`src/rtl/collision_pkg.sv`:
```
// Shared types and helpers for the collision matrix: report FSM state and
// the lexicographic (i,j) -> pair index mapping.
package collision_pkg;

    typedef enum logic {
        IDLE    = 1'b0,
        PENDING = 1'b1
    } state_e;

    // Pairs (i,j) with i<j numbered row by row: (0,1)=0, (0,2)=1, ...
    function automatic int pair_idx(input int i, input int j, input int n);
        return i * n - (i * (i + 1)) / 2 + (j - i - 1);
    endfunction

endpackage

```
`src/rtl/collision_pair_decode.sv`:
```
// Combinational pair-overlap decode: per-pair hit flags and the set of
// objects that take part in at least one enabled overlapping pair.
module collision_pair_decode
    import collision_pkg::*;
#(
    parameter int NUM_OBJ   = 4,
    parameter int NUM_PAIRS = NUM_OBJ * (NUM_OBJ - 1) / 2
) (
    input  logic [NUM_OBJ-1:0]   draw_req_i,
    input  logic [NUM_PAIRS-1:0] pair_en_i,
    output logic [NUM_PAIRS-1:0] hit_o,
    output logic [NUM_OBJ-1:0]   obj_hit_o
);

    logic [NUM_OBJ-1:0] contrib   [NUM_PAIRS];
    logic [NUM_OBJ-1:0] vec_chain [NUM_PAIRS+1];

    genvar gi, gj;
    generate
        for (gi = 0; gi < NUM_OBJ - 1; gi++) begin : g_row
            for (gj = gi + 1; gj < NUM_OBJ; gj++) begin : g_col
                localparam int P = pair_idx(gi, gj, NUM_OBJ);
                assign hit_o[P]   = draw_req_i[gi] & draw_req_i[gj] & pair_en_i[P];
                assign contrib[P] = {NUM_OBJ{hit_o[P]}} &
                                    ((NUM_OBJ'(1) << gi) | (NUM_OBJ'(1) << gj));
            end
        end

        // OR-reduce the per-pair object masks into one object vector.
        assign vec_chain[0] = '0;
        for (gi = 0; gi < NUM_PAIRS; gi++) begin : g_or
            assign vec_chain[gi+1] = vec_chain[gi] | contrib[gi];
        end
    endgenerate

    assign obj_hit_o = vec_chain[NUM_PAIRS];

endmodule

```
`src/rtl/collision_matrix.sv`:
```
// Per-pixel object collision detector with per-frame sticky pair report,
// saturating hit-cycle counter and a valid/ack handshake with overrun flag.
module collision_matrix
    import collision_pkg::*;
#(
    parameter  int NUM_OBJ   = 4,
    parameter  int CNT_W     = 20,
    localparam int NUM_PAIRS = NUM_OBJ * (NUM_OBJ - 1) / 2
) (
    input  logic                 clk,
    input  logic                 reset,
    input  logic [NUM_OBJ-1:0]   drawReq,
    input  logic [NUM_PAIRS-1:0] pairEnable,
    input  logic                 startOfFrame,
    input  logic                 ack,
    output logic                 collide,
    output logic [NUM_OBJ-1:0]   collideVec,
    output logic                 frameValid,
    output logic [NUM_PAIRS-1:0] framePairs,
    output logic [CNT_W-1:0]     frameCount,
    output logic                 overrun
);

    localparam logic [CNT_W-1:0] CNT_MAX = '1;

    logic [NUM_PAIRS-1:0] hit;
    logic [NUM_OBJ-1:0]   obj_hit;
    logic                 any_hit;

    logic                 collide_q;
    logic [NUM_OBJ-1:0]   collide_vec_q;
    logic [NUM_PAIRS-1:0] acc_q, acc_d;
    logic [CNT_W-1:0]     cnt_q, cnt_d;
    state_e               state_q, state_d;
    logic [NUM_PAIRS-1:0] pairs_q, pairs_d;
    logic [CNT_W-1:0]     count_q, count_d;
    logic                 overrun_q, overrun_d;

    logic [NUM_PAIRS-1:0] cap_pairs;
    logic [CNT_W-1:0]     cnt_inc;
    logic                 new_rpt;

    collision_pair_decode #(
        .NUM_OBJ  (NUM_OBJ),
        .NUM_PAIRS(NUM_PAIRS)
    ) u_decode (
        .draw_req_i(drawReq),
        .pair_en_i (pairEnable),
        .hit_o     (hit),
        .obj_hit_o (obj_hit)
    );

    assign any_hit = |hit;

    always_comb begin
        // The frame boundary cycle's own hits belong to the closing frame.
        cap_pairs = acc_q | hit;
        cnt_inc   = (any_hit && (cnt_q != CNT_MAX)) ? cnt_q + CNT_W'(1) : cnt_q;
        new_rpt   = startOfFrame && (cap_pairs != '0);
        acc_d     = startOfFrame ? '0 : cap_pairs;
        cnt_d     = startOfFrame ? '0 : cnt_inc;

        state_d   = state_q;
        pairs_d   = pairs_q;
        count_d   = count_q;
        overrun_d = overrun_q;

        case (state_q)
            IDLE: begin
                if (new_rpt) begin
                    state_d = PENDING;
                    pairs_d = cap_pairs;
                    count_d = cnt_inc;
                end
            end
            PENDING: begin
                if (new_rpt) begin
                    pairs_d = cap_pairs;
                    count_d = cnt_inc;
                    if (!ack) begin
                        overrun_d = 1'b1;
                    end
                end else if (ack) begin
                    state_d   = IDLE;
                    overrun_d = 1'b0;
                end
            end
            default: state_d = IDLE;
        endcase
    end

    always_ff @(posedge clk or posedge reset) begin
        if (reset) begin
            collide_q     <= 1'b0;
            collide_vec_q <= '0;
            acc_q         <= '0;
            cnt_q         <= '0;
            state_q       <= IDLE;
            pairs_q       <= '0;
            count_q       <= '0;
            overrun_q     <= 1'b0;
        end else begin
            collide_q     <= any_hit;
            collide_vec_q <= obj_hit;
            acc_q         <= acc_d;
            cnt_q         <= cnt_d;
            state_q       <= state_d;
            pairs_q       <= pairs_d;
            count_q       <= count_d;
            overrun_q     <= overrun_d;
        end
    end

    assign collide    = collide_q;
    assign collideVec = collide_vec_q;
    assign frameValid = (state_q == PENDING);
    assign framePairs = pairs_q;
    assign frameCount = count_q;
    assign overrun    = overrun_q;

endmodule

```
`config.mk`:
```
export PLATFORM = sky130hd
export DESIGN_NAME = collision_matrix
export DESIGN_NICKNAME = d
export VERILOG_FILES = /design/src/rtl/collision_pkg.sv /design/src/rtl/collision_pair_decode.sv /design/src/rtl/collision_matrix.sv
export SDC_FILE = /design/constraint.sdc
export NUM_CORES = 1
export LEC_CHECK = 0
export BUFFER_PORTS_ARGS = -buffer_cell sky130_fd_sc_hd__buf_2
export CORE_MARGIN = 5
export CORE_UTILIZATION = 63
export CTS_BUF_LIST = sky130_fd_sc_hd__clkbuf_4 sky130_fd_sc_hd__clkbuf_8
export CTS_CLUSTER_SIZE = 14
export DETAILED_ROUTE_END_ITERATION = 12
export PLACE_DENSITY = 0.95
export SLEW_MARGIN = 0
export SYNTH_ARGS = -nofsm -noshare
export SYNTH_HDL_FRONTEND = slang
export SYNTH_SLANG_ARGS = --single-unit
export TNS_END_PERCENT = 30
```
`constraint.sdc`:
```
create_clock -name clk -period 5.8 [get_ports clk]
set_clock_uncertainty 0.2 [all_clocks]
set_input_delay 0.29 -clock clk [delete_from_list [all_inputs] [get_ports clk]]
set_output_delay 0.29 -clock clk [all_outputs]
set_load 0.005 [all_outputs]
```
==> impl_metrics.ini, run 1 <==
[yosys]
synth_area_per_cell_um2 = 10.2
part_of_the_yosys_area_used_for_sequential_elements = 0.519
synth.cell_area_um2 = 2840
netlist_instances = 278
ys_ff_latch = 59
synth_fp_nets = 294
yosys_warnings = 0
synth.distinct_cells = 45

[clocking]
cts-buffers-inserted = 9
clkTransAtPathRegs_ps = 60
cts_sinks = 59
clock_tree.buffer_depth = 2
clk-insertion-delay-late_ps = 330
h_tree_lvl_count = 3
cts_tree = built
cts_root_buffer = sky130_fd_sc_hd__clkbuf_8

[cells_and_area]
nets = 334
antenna-diode-count = 0
final_layout_size_suffix_gt1_frac = 0.261
synthToLayoutAreaGrowth_pct = 13.4
non_filler_cells_in_the_finished_layout = 374

[timing]
final.period_utilization = 0.462
max-slew-margin-rel = 0.302
slew_violations = 0
setup-violations-final = 0
setup_tns_ps = 0
rsz0062_at_grt = false
max_clock_freq_mhz = 373
fin_crit_ps = 2680
timing_hold_violations_final = 0
tightest_slew_ps = 1050

[detailed_routing]
drt_first_pass_iters = 5
drt-initial-drc-count = 245
remaining_drc_errors = 0
num_vias = 2446
route.antenna.remaining_nets = 0
avgRoutedWirePerCell_um = 17.3
avgViaCountPerCell = 6.54
totalWireLength_um = 6460

[worst_setup_path]
regToRegEndpoint = overrun
crit-reg2reg-launch = acc_q[5]
setup.worst_path.class = flop to flop
reg2reg_setup_slack_ps = 3120
crit_fanout = 38
crit_path_start_kind = flop
ff2ff_path_depth = 8
worstSetupEndpointType = flop
delay_of_the_slowest_cell_on_the_worst_path_ps = 390
critPathRequiredTime_ps = 5810
path_cells = a31oi_1, nand2_1, o41a_1, buf_4, inv_1, ha_1, o21ai_0, o31ai_1
slowest_stage = sky130_fd_sc_hd__o41a_1
crit_arrival_ps = 2690

[run]
max-cap-violations = 0

[power]
power.share.clock = 0.358
power_report.internal_total_uw = 701
leakage_uw = 0.00141
p_sw_uw = 259
power.share.sequential = 0.494
switching_share = 0.270
irDropWorstVdd_uv = 170
power.share.combinational = 0.148
p_per_area_nw_per_um2 = 298

[min_path]
holdPathEnd = collideVec[3]
hold_path.class = input pin to flop
hold_path_depth = 2
hold_path_startpoint = drawReq[3]

[place]
count_of_port_buffers_added_during_placement = 46
numPlacedInstances = 358
detailed_place_hpwl_um = 4270
gpl.final_weighted_congestion = 0.851

[global_routing]
vias_in_the_first_global_route = 2293
antenna_found_initial = 0
global_route.usage.total = 0.231
maximum_number_of_pins_on_one_net_before_global_route_repair = 60
overflow = 0
grt_pass1_wl_um = 11200

[floorplanning]
floorplan.rows = 24
design.die.area_um2 = 5960
initial_core_util = 0.653
ioPinCount = 47
design.core.area_um2 = 4350
die_width_um = 77.2
floorplan.die.height_um = 77.2

[run_status]
outcome = complete, no violations
per-stage QoR:
| stage | setup slack [ps] | hold slack (ps) | total power, uW | instance area [um^2] | utilization |
|---|---|---|---|---|---|
| floorplan | 3630 | 244 | 565 | 2840 | - |
| global placement | 3060 | 257 | 617 | 3030 | 0.696 |
| detailed placement | 2960 | 265 | 624 | 3030 | 0.696 |
| CTS | 3120 | 52.1 | 964 | 3220 | 0.741 |
| global route | 2920 | 66.7 | 1010 | 3220 | 0.741 |
| finish | 3120 | 59.7 | 960 | 3220 | 0.741 |
layer usage:
layer / GRT usage / share of wire
met4: 0.0687 / 0.016
met5: 0 / 0
met1: 0.309 / 0.42
met2: 0.367 / 0.49
met3: 0.0644 / 0.070
state kept, by name, summed over array words and instances, names as in the netlist:
name,cells
acc_q,6
cnt_q,20
collide,1
collideVec,4
frameCount,20
framePairs,6
frameValid,1
overrun,1
kinds of logic after synthesis:
group                      Yosys count  share of synthesized area
AOI/OAI and AO/OA                   83                      0.212
DFF                                 59                      0.519
and+or+nand+nor                    105                      0.205
adders and majority gates            2                    0.00880
buffers and inverters               29                     0.0550
critical path, delay by kind of cell, from the launching register on:
family	cells	cell delay, ps
buffers and inverters	2	600
and+or+nand+nor	1	110
DFF	1	370
adders and majority gates	1	320
AOI/OAI and AO/OA	4	950
layout make-up:
| class | instances | area (um^2) |
|---|---|---|
| multi-input cells | 190 | 1210 |
| repair buffers | 49 | 255 |
| clock buffers | 13 | 173 |
| inverters | 9 | 33.8 |
| clock inverters | 2 | 10.0 |
| fillers | 293 | 1130 |
| flip-flops and latches | 59 | 1480 |
| well taps | 52 | 65.1 |
cell usage in the layout, fill, tap and decap left out, types with 5 or more instances in the layout:
cell type and count:
sky130_fd_sc_hd__clkbuf_8 12, sky130_fd_sc_hd__or4_4 5, sky130_fd_sc_hd__o21ai_0 10, sky130_fd_sc_hd__nand4_1 5, sky130_fd_sc_hd__a21oi_1 19, sky130_fd_sc_hd__buf_2 46
sky130_fd_sc_hd__dfrtp_1 59, sky130_fd_sc_hd__inv_1 7, sky130_fd_sc_hd__nand3_1 13, sky130_fd_sc_hd__o41ai_2 7, sky130_fd_sc_hd__nand2_1 19, sky130_fd_sc_hd__nor2_1 29
sky130_fd_sc_hd__a31oi_1 25, sky130_fd_sc_hd__o31ai_1 8, sky130_fd_sc_hd__nor3_1 9
worst max path at each step:
stage                    start        endpoint  slack, ps  cells past startpoint
floorplan           drawReq[2]         overrun       3630                      9
global placement    drawReq[1]  frameCount[17]       3060                      7
detailed placement  drawReq[1]   frameCount[7]       2960                      7
CTS                   acc_q[2]         overrun       3120                      8
global route          acc_q[2]         overrun       2920                      8
finish                acc_q[5]         overrun       3120                      8
what timing repair did:
item / 4_1_cts / 5_1_grt
resized for setup: 0 / 0
endpoints found under the hold margin: 59 / 0
buffers inserted: 0 / 0
hold buffers: 1 / 0
synthesized netlist by cell type (all sizes together):
| cell type | count | area share |
|---|---|---|
| or4b | 2 | 0.0070 |
| or4 | 5 | 0.020 |
| and2 | 2 | 0.0044 |
| dfrtp | 59 | 0.52 |
| or2 | 2 | 0.0044 |
| nand4 | 6 | 0.018 |
| o21ai | 11 | 0.019 |
| and3 | 2 | 0.0044 |
| inv | 9 | 0.012 |
| o21a | 1 | 0.0026 |
| nor4 | 2 | 0.0044 |
| ha | 2 | 0.0088 |
| a31oi | 25 | 0.055 |
| nand3 | 15 | 0.030 |
| nand2b | 2 | 0.0044 |
| a22oi | 1 | 0.0026 |
| and4 | 3 | 0.010 |
| a21oi | 20 | 0.039 |
| buf | 14 | 0.035 |
| a21boi | 1 | 0.0026 |
| nor3 | 9 | 0.016 |
| o41ai | 10 | 0.049 |
| clkbuf | 6 | 0.0079 |
| a31o | 1 | 0.0031 |
| nor2b | 1 | 0.0022 |
| or3b | 2 | 0.0062 |
| or3 | 3 | 0.0066 |
| o31ai | 8 | 0.021 |
| nand2 | 19 | 0.025 |
| nor2 | 30 | 0.042 |
| a222oi | 1 | 0.0035 |
| o41a | 1 | 0.0040 |
| a22o | 2 | 0.0062 |
| a32oi | 1 | 0.0031 |
power groups by stage:
stage          Clock, uW  Combinational (uW)  Sequential [uW]
6_report             344                 143              474
5_1_grt              365                 160              479
4_1_cts              346                 144              474
3_5_place_dp           0                 143              481
3_3_place_gp           0                 138              480
2_1_floorplan          0                80.5              484
(Power assumes the default switching activity.)
==> inputs of run 2 (changes only) <==
--- a/config.mk
+++ b/config.mk
@@ -7,11 +7,11 @@
 export LEC_CHECK = 0
 export BUFFER_PORTS_ARGS = -buffer_cell sky130_fd_sc_hd__buf_2
 export CORE_MARGIN = 5
-export CORE_UTILIZATION = 63
+export CORE_UTILIZATION = 52
 export CTS_BUF_LIST = sky130_fd_sc_hd__clkbuf_4 sky130_fd_sc_hd__clkbuf_8
 export CTS_CLUSTER_SIZE = 14
 export DETAILED_ROUTE_END_ITERATION = 12
-export PLACE_DENSITY = 0.95
+export PLACE_DENSITY = 0.89
 export SLEW_MARGIN = 0
 export SYNTH_ARGS = -nofsm -noshare
 export SYNTH_HDL_FRONTEND = slang
==> constraint.sdc (replaced) <==
create_clock -name clk -period 2.3 [get_ports clk]
set_clock_uncertainty 0.2 [all_clocks]
set_input_delay 0.115 -clock clk [delete_from_list [all_inputs] [get_ports clk]]
set_output_delay 0.115 -clock clk [all_outputs]
set_load 0.005 [all_outputs]
==> run 2 against run 1 <==
Global-route usage down 2.5 points; flip-flop and latch count unchanged; die area rose by 18%; cell count grew 11%; register-to-register slack got worse by 3000 ps; setup slack lost 3000 ps; sequential share of layout area shrank 3.6 points; power rose to 2.7 times the previous value; sequential power grew to 2.5 times the previous value; routed wire length grew 8.9%; combinational power increased to 2.9 times the previous value; design area increased by 8.7%; critical path type is now input pin to flop.
==> impl_metrics.ini, run 2 (synthesis results as in run 1) <==
[worst_setup_path]
critPathRequiredTime_ps = 2350
crit-reg2reg-launch = cnt_q[0]
crit_arrival_ps = 2280
crit_path_start_kind = input pin
worstSetupEndpointType = flop
crit_fanout = 8
setup.worst_path.class = input pin to flop
cp-startpoint = drawReq[1]

[detailed_routing]
remaining_drc_errors = 0
route.antenna.remaining_nets = 0
avgRoutedWirePerCell_um = 16.9
drt_first_pass_iters = 5
totalWireLength_um = 7030
num_vias = 2502
avgViaCountPerCell = 6.00
drt-initial-drc-count = 298

[global_routing]
grt-busiest-layer = met2
global_route.usage.total = 0.206
antenna_found_initial = 0
grt_util_met2 = 0.338
overflow = 0
grt_pass1_wl_um = 11900
groute.layer.met1.usage = 0.256
maximum_number_of_pins_on_one_net_before_global_route_repair = 38
vias_in_the_first_global_route = 2499
gr-usage-met3 = 0.0434

[floorplanning]
design.core.area_um2 = 5410
die_width_um = 84.0
floorplan.die.height_um = 84.0
ioPinCount = 47
floorplan.rows = 27
initial_core_util = 0.526
design.die.area_um2 = 7050

[run]
max-cap-violations = 0

[cells_and_area]
final.fill_count = 421
non_filler_cells_in_the_finished_layout = 417
most-common-layout-cells = 59 x sky130_fd_sc_hd__dfrtp_1, 45 x sky130_fd_sc_hd__buf_2, 29 x sky130_fd_sc_hd__nor2_1
antenna-diode-count = 0
mostFrequentLayoutCell = sky130_fd_sc_hd__dfrtp_1
synthToLayoutAreaGrowth_pct = 23.2
fin_area_um2 = 3500
nets = 356
final_layout_size_suffix_gt1_frac = 0.284

[min_path]
hold_path.class = input pin to flop
hold_path_startpoint = drawReq[0]

[timing]
finalWorstSetupSlack_ps = 71.0
timing_hold_violations_final = 0
max-slew-margin-rel = 0.619
final.period_utilization = 0.969
max_clock_freq_mhz = 449
rsz0062_at_grt = true
fin_crit_ps = 2230
slew_violations = 0
setup-violations-final = 0
tightest_slew_ps = 571
setup_tns_ps = 0

[place]
count_of_port_buffers_added_during_placement = 46
gpl.final_weighted_congestion = 0.911
place_worst_setup_slack_ps = 103
detailed_place_hpwl_um = 4510
numPlacedInstances = 389
placed_area_um2 = 3150

[clocking]
clk-insertion-delay-late_ps = 330
post_cts_buffers = 0
cts_sinks = 59
cts_root_buffer = sky130_fd_sc_hd__clkbuf_8
cts-buffers-inserted = 9
clkTransAtPathRegs_ps = 70
clock_tree.buffer_depth = 2
h_tree_lvl_count = 3
cts_tree = built

[run_status]
outcome = complete, no violations

[power]
irDropWorstVdd_uv = 322
p_per_area_nw_per_um2 = 741
power_uw = 2600
leakage_uw = 0.00153
==> run 2: cell count changes in the layout (fill, tap and decap cells not counted), sizes merged <==
cell,delta
buf,+10
bufinv,+1
clkinvlp,+1
dlygate4sd3,+11
==> run 2: worst max-delay path, stage by stage <==
cell and delay, ps:
sky130_fd_sc_hd__dlygate4sd3_1 540, sky130_fd_sc_hd__clkbuf_4 190, sky130_fd_sc_hd__a22o_1 200, sky130_fd_sc_hd__a32oi_2 90, sky130_fd_sc_hd__and2_1 250, sky130_fd_sc_hd__buf_4 170
sky130_fd_sc_hd__or4_4 540, sky130_fd_sc_hd__a31oi_1 180
==> run 2: per-stage QoR <==
| stage | utilization | hold WS [ps] |
|---|---|---|
| 3_5_place_dp | 0.583 | 10.4 |
| 5_1_grt | 0.648 | 55.4 |
| 2_1_floorplan | - | 68.9 |
| 4_1_cts | 0.645 | 8.86 |
| 6_report | 0.648 | 15.2 |
| 3_3_place_gp | 0.583 | -3.17 |
==> run 2: area by class of cell <==
cell class                 count  area, um^2  share of cell area
clock buffer                  12         165              0.0471
clock inverter                 4        47.5              0.0136
tap                           72        90.1              0.0257
sequential                    59        1480               0.421
timing repair buffer          71         467               0.133
inverter                       9        33.8             0.00964
multi-input combinational    190        1220               0.349
==> run 2: worst paths after layout <==
| path | to | slack, ps | cells past startpoint |
|---|---|---|---|
| setup reg to reg | frameCount[12] | 120 | 5 |
| setup / recovery | frameCount[15] | 70 | 8 |
| min in group asynchronous | framePairs[2] | 180 | 3 |
| hold / removal | framePairs[0] | 20 | 3 |
| max in group asynchronous | cnt_q[12] | 1150 | 4 |
| hold reg to reg | frameCount[7] | 280 | 2 |
==> run 2: timing repair <==
action / CTS / global route
hold endpoints to repair: 36 / 0
resized for setup: 0 / 5
hold buffers: 12 / 0
endpoints found under the setup margin: 0 / 21
==> run 2: routing by layer <==
layer,wire length (um),up-vias,part of all wire
li1,-,1163,-
met1,2990,1204,0.43
met2,3480,115,0.49
met3,417,20,0.059
met4,147,0,0.021
met5,0,-,0
==> run 2: power breakdown <==
group	internal [uW]	leakage [uW]	switching, uW
registers	1140	0.000770	54.7
clock network	585	0.000108	406
logic	180	0.000648	229
==> inputs of run 3 (changes only) <==
==> constraint.sdc (replaced) <==
create_clock -name clk -period 1.79 [get_ports clk]
set_clock_uncertainty 0.2 [all_clocks]
set_input_delay 0.0895 -clock clk [delete_from_list [all_inputs] [get_ports clk]]
set_output_delay 0.0895 -clock clk [all_outputs]
set_load 0.005 [all_outputs]
==> run 3 against run 2 <==
The run now ends with setup timing left; die area unchanged; via count up 22%; routed wire length up 43%; power up 30%; largest cell class is now multi-input combinational cells; register-to-register slack worse by 350 ps.
==> impl_metrics.ini, run 3 (synthesis results as in run 1) <==
[run_status]
outcome = complete, but fails checks
violations = setup timing

[power]
power_uw = 3380
leakage_uw = 0.00183
irDropWorstVdd_uv = 720
p_per_area_nw_per_um2 = 808

[detailed_routing]
totalWireLength_um = 10100
avgViaCountPerCell = 6.52
drt_first_pass_iters = 6
avgRoutedWirePerCell_um = 21.5
drt-initial-drc-count = 456
remaining_drc_errors = 0
route.antenna.remaining_nets = 0
num_vias = 3051

[global_routing]
grt_pass1_wl_um = 15400
maximum_number_of_pins_on_one_net_before_global_route_repair = 28
antenna_found_initial = 0
global_route.usage.total = 0.277
vias_in_the_first_global_route = 3090
overflow = 0

[floorplanning]
ioPinCount = 47
initial_core_util = 0.526
floorplan.rows = 27
die_width_um = 84.0
floorplan.die.height_um = 84.0
design.core.area_um2 = 5410
design.die.area_um2 = 7050

[clocking]
cts-buffers-inserted = 9
h_tree_lvl_count = 3
clkTransAtPathRegs_ps = 70
clock_tree.buffer_depth = 2
cts_root_buffer = sky130_fd_sc_hd__clkbuf_8
cts_tree = built
cts_sinks = 59
clk-insertion-delay-late_ps = 350

[timing]
rsz0062_at_grt = true
tightest_slew_ps = 471
fin_crit_ps = 2020
setup_tns_ps = -4880
max-slew-margin-rel = 0.683
finalWorstSetupSlack_ps = -227
setup-violations-final = 43
slew_violations = 0
timing_hold_violations_final = 0
final.period_utilization = 1.13
max_clock_freq_mhz = 496

[worst_setup_path]
worst-path-buf-inv = 0
delay_of_the_slowest_cell_on_the_worst_path_ps = 400
crit_arrival_ps = 2030
crit_fanout = 5
path_delay_family = simple AND/OR/NAND/NOR gates
crit_path_start_kind = flop
critPathRequiredTime_ps = 1810
worstSetupEndpointType = flop
path_cells = and4_4, nand4_4, or3_1, o31ai_2, a31oi_1
setup.worst_path.class = flop to flop
slowest_stage = sky130_fd_sc_hd__or3_1

[place]
count_of_port_buffers_added_during_placement = 46
gpl.final_weighted_congestion = 0.858
detailed_place_hpwl_um = 5330
place_worst_setup_slack_ps = -193
numPlacedInstances = 426

[cells_and_area]
non_filler_cells_in_the_finished_layout = 468
antenna-diode-count = 0
most-common-layout-cells = 58 x sky130_fd_sc_hd__dfrtp_1, 53 x sky130_fd_sc_hd__buf_4, 46 x sky130_fd_sc_hd__buf_2
mostFrequentLayoutCell = sky130_fd_sc_hd__dfrtp_1
nets = 408
synthToLayoutAreaGrowth_pct = 47.1
final_layout_size_suffix_gt1_frac = 0.472

[min_path]
hold_path.class = input pin to flop

[run]
max-cap-violations = 0
## run 3: area by class of cell
class                   count  area, um^2
multi-input cells         191        1490
flip-flops and latches     59        1480
well taps                  72        90.1
clock inverters             6        57.6
fillers                   308        1220
clock buffers               9         124
repair buffers            122         911
inverters                   9        33.8
## run 3: worst reg2reg max path: stages (launching register included)
cell,delay [ps]
sky130_fd_sc_hd__dfrtp_1,370
sky130_fd_sc_hd__and4_4,310
sky130_fd_sc_hd__nand4_4,160
sky130_fd_sc_hd__or3_1,400
sky130_fd_sc_hd__o31ai_2,310
sky130_fd_sc_hd__a31oi_1,140
## run 3: timing repair
action                                  CTS  global route
setup buffers                            12             2
gates cloned                              1             0
endpoints found under the setup margin   38            47
hold buffers                             12             0
pin swaps                                22             6
resized for setup                        24            29
hold endpoints to repair                 71             0
## run 3: per-layer routing
metal  track usage  routed length [um]  vias up
li1              -                   -     1274
met1         0.342                3800     1475
met2         0.445                4880      237
met3        0.0543                 906       65
met4         0.173                 475        0
met5             0                   0        -
## run 3: where the power goes
group | switching [uW] | total, uW | internal, uW
clock network | 539 | 1160 | 624
logic | 363 | 665 | 302
registers | 82.9 | 1550 | 1470
## run 3: worst paths after layout
check	depth (start not counted)	slack, ps	to	startpoint
setup / recovery	5	-230	frameCount[18]	cnt_q[3]
hold / removal	4	40	acc_q[1]	pairEnable[1]
setup reg to reg	5	-230	frameCount[18]	cnt_q[3]
hold reg to reg	2	300	framePairs[5]	framePairs[5]
max in group asynchronous	4	750	cnt_q[14]	reset
min in group asynchronous	3	110	frameValid	reset
## run 3: per-stage QoR
stage / utilization / hold WS (ps) / cell area [um^2]
6_report: 0.774 / 38.0 / 4180
5_1_grt: 0.774 / 54.1 / 4180
4_1_cts: 0.748 / 19.0 / 4040
3_5_place_dp: 0.651 / -66.2 / 3520
3_3_place_gp: 0.651 / -66.1 / 3520
2_1_floorplan: - / 43.4 / 2920
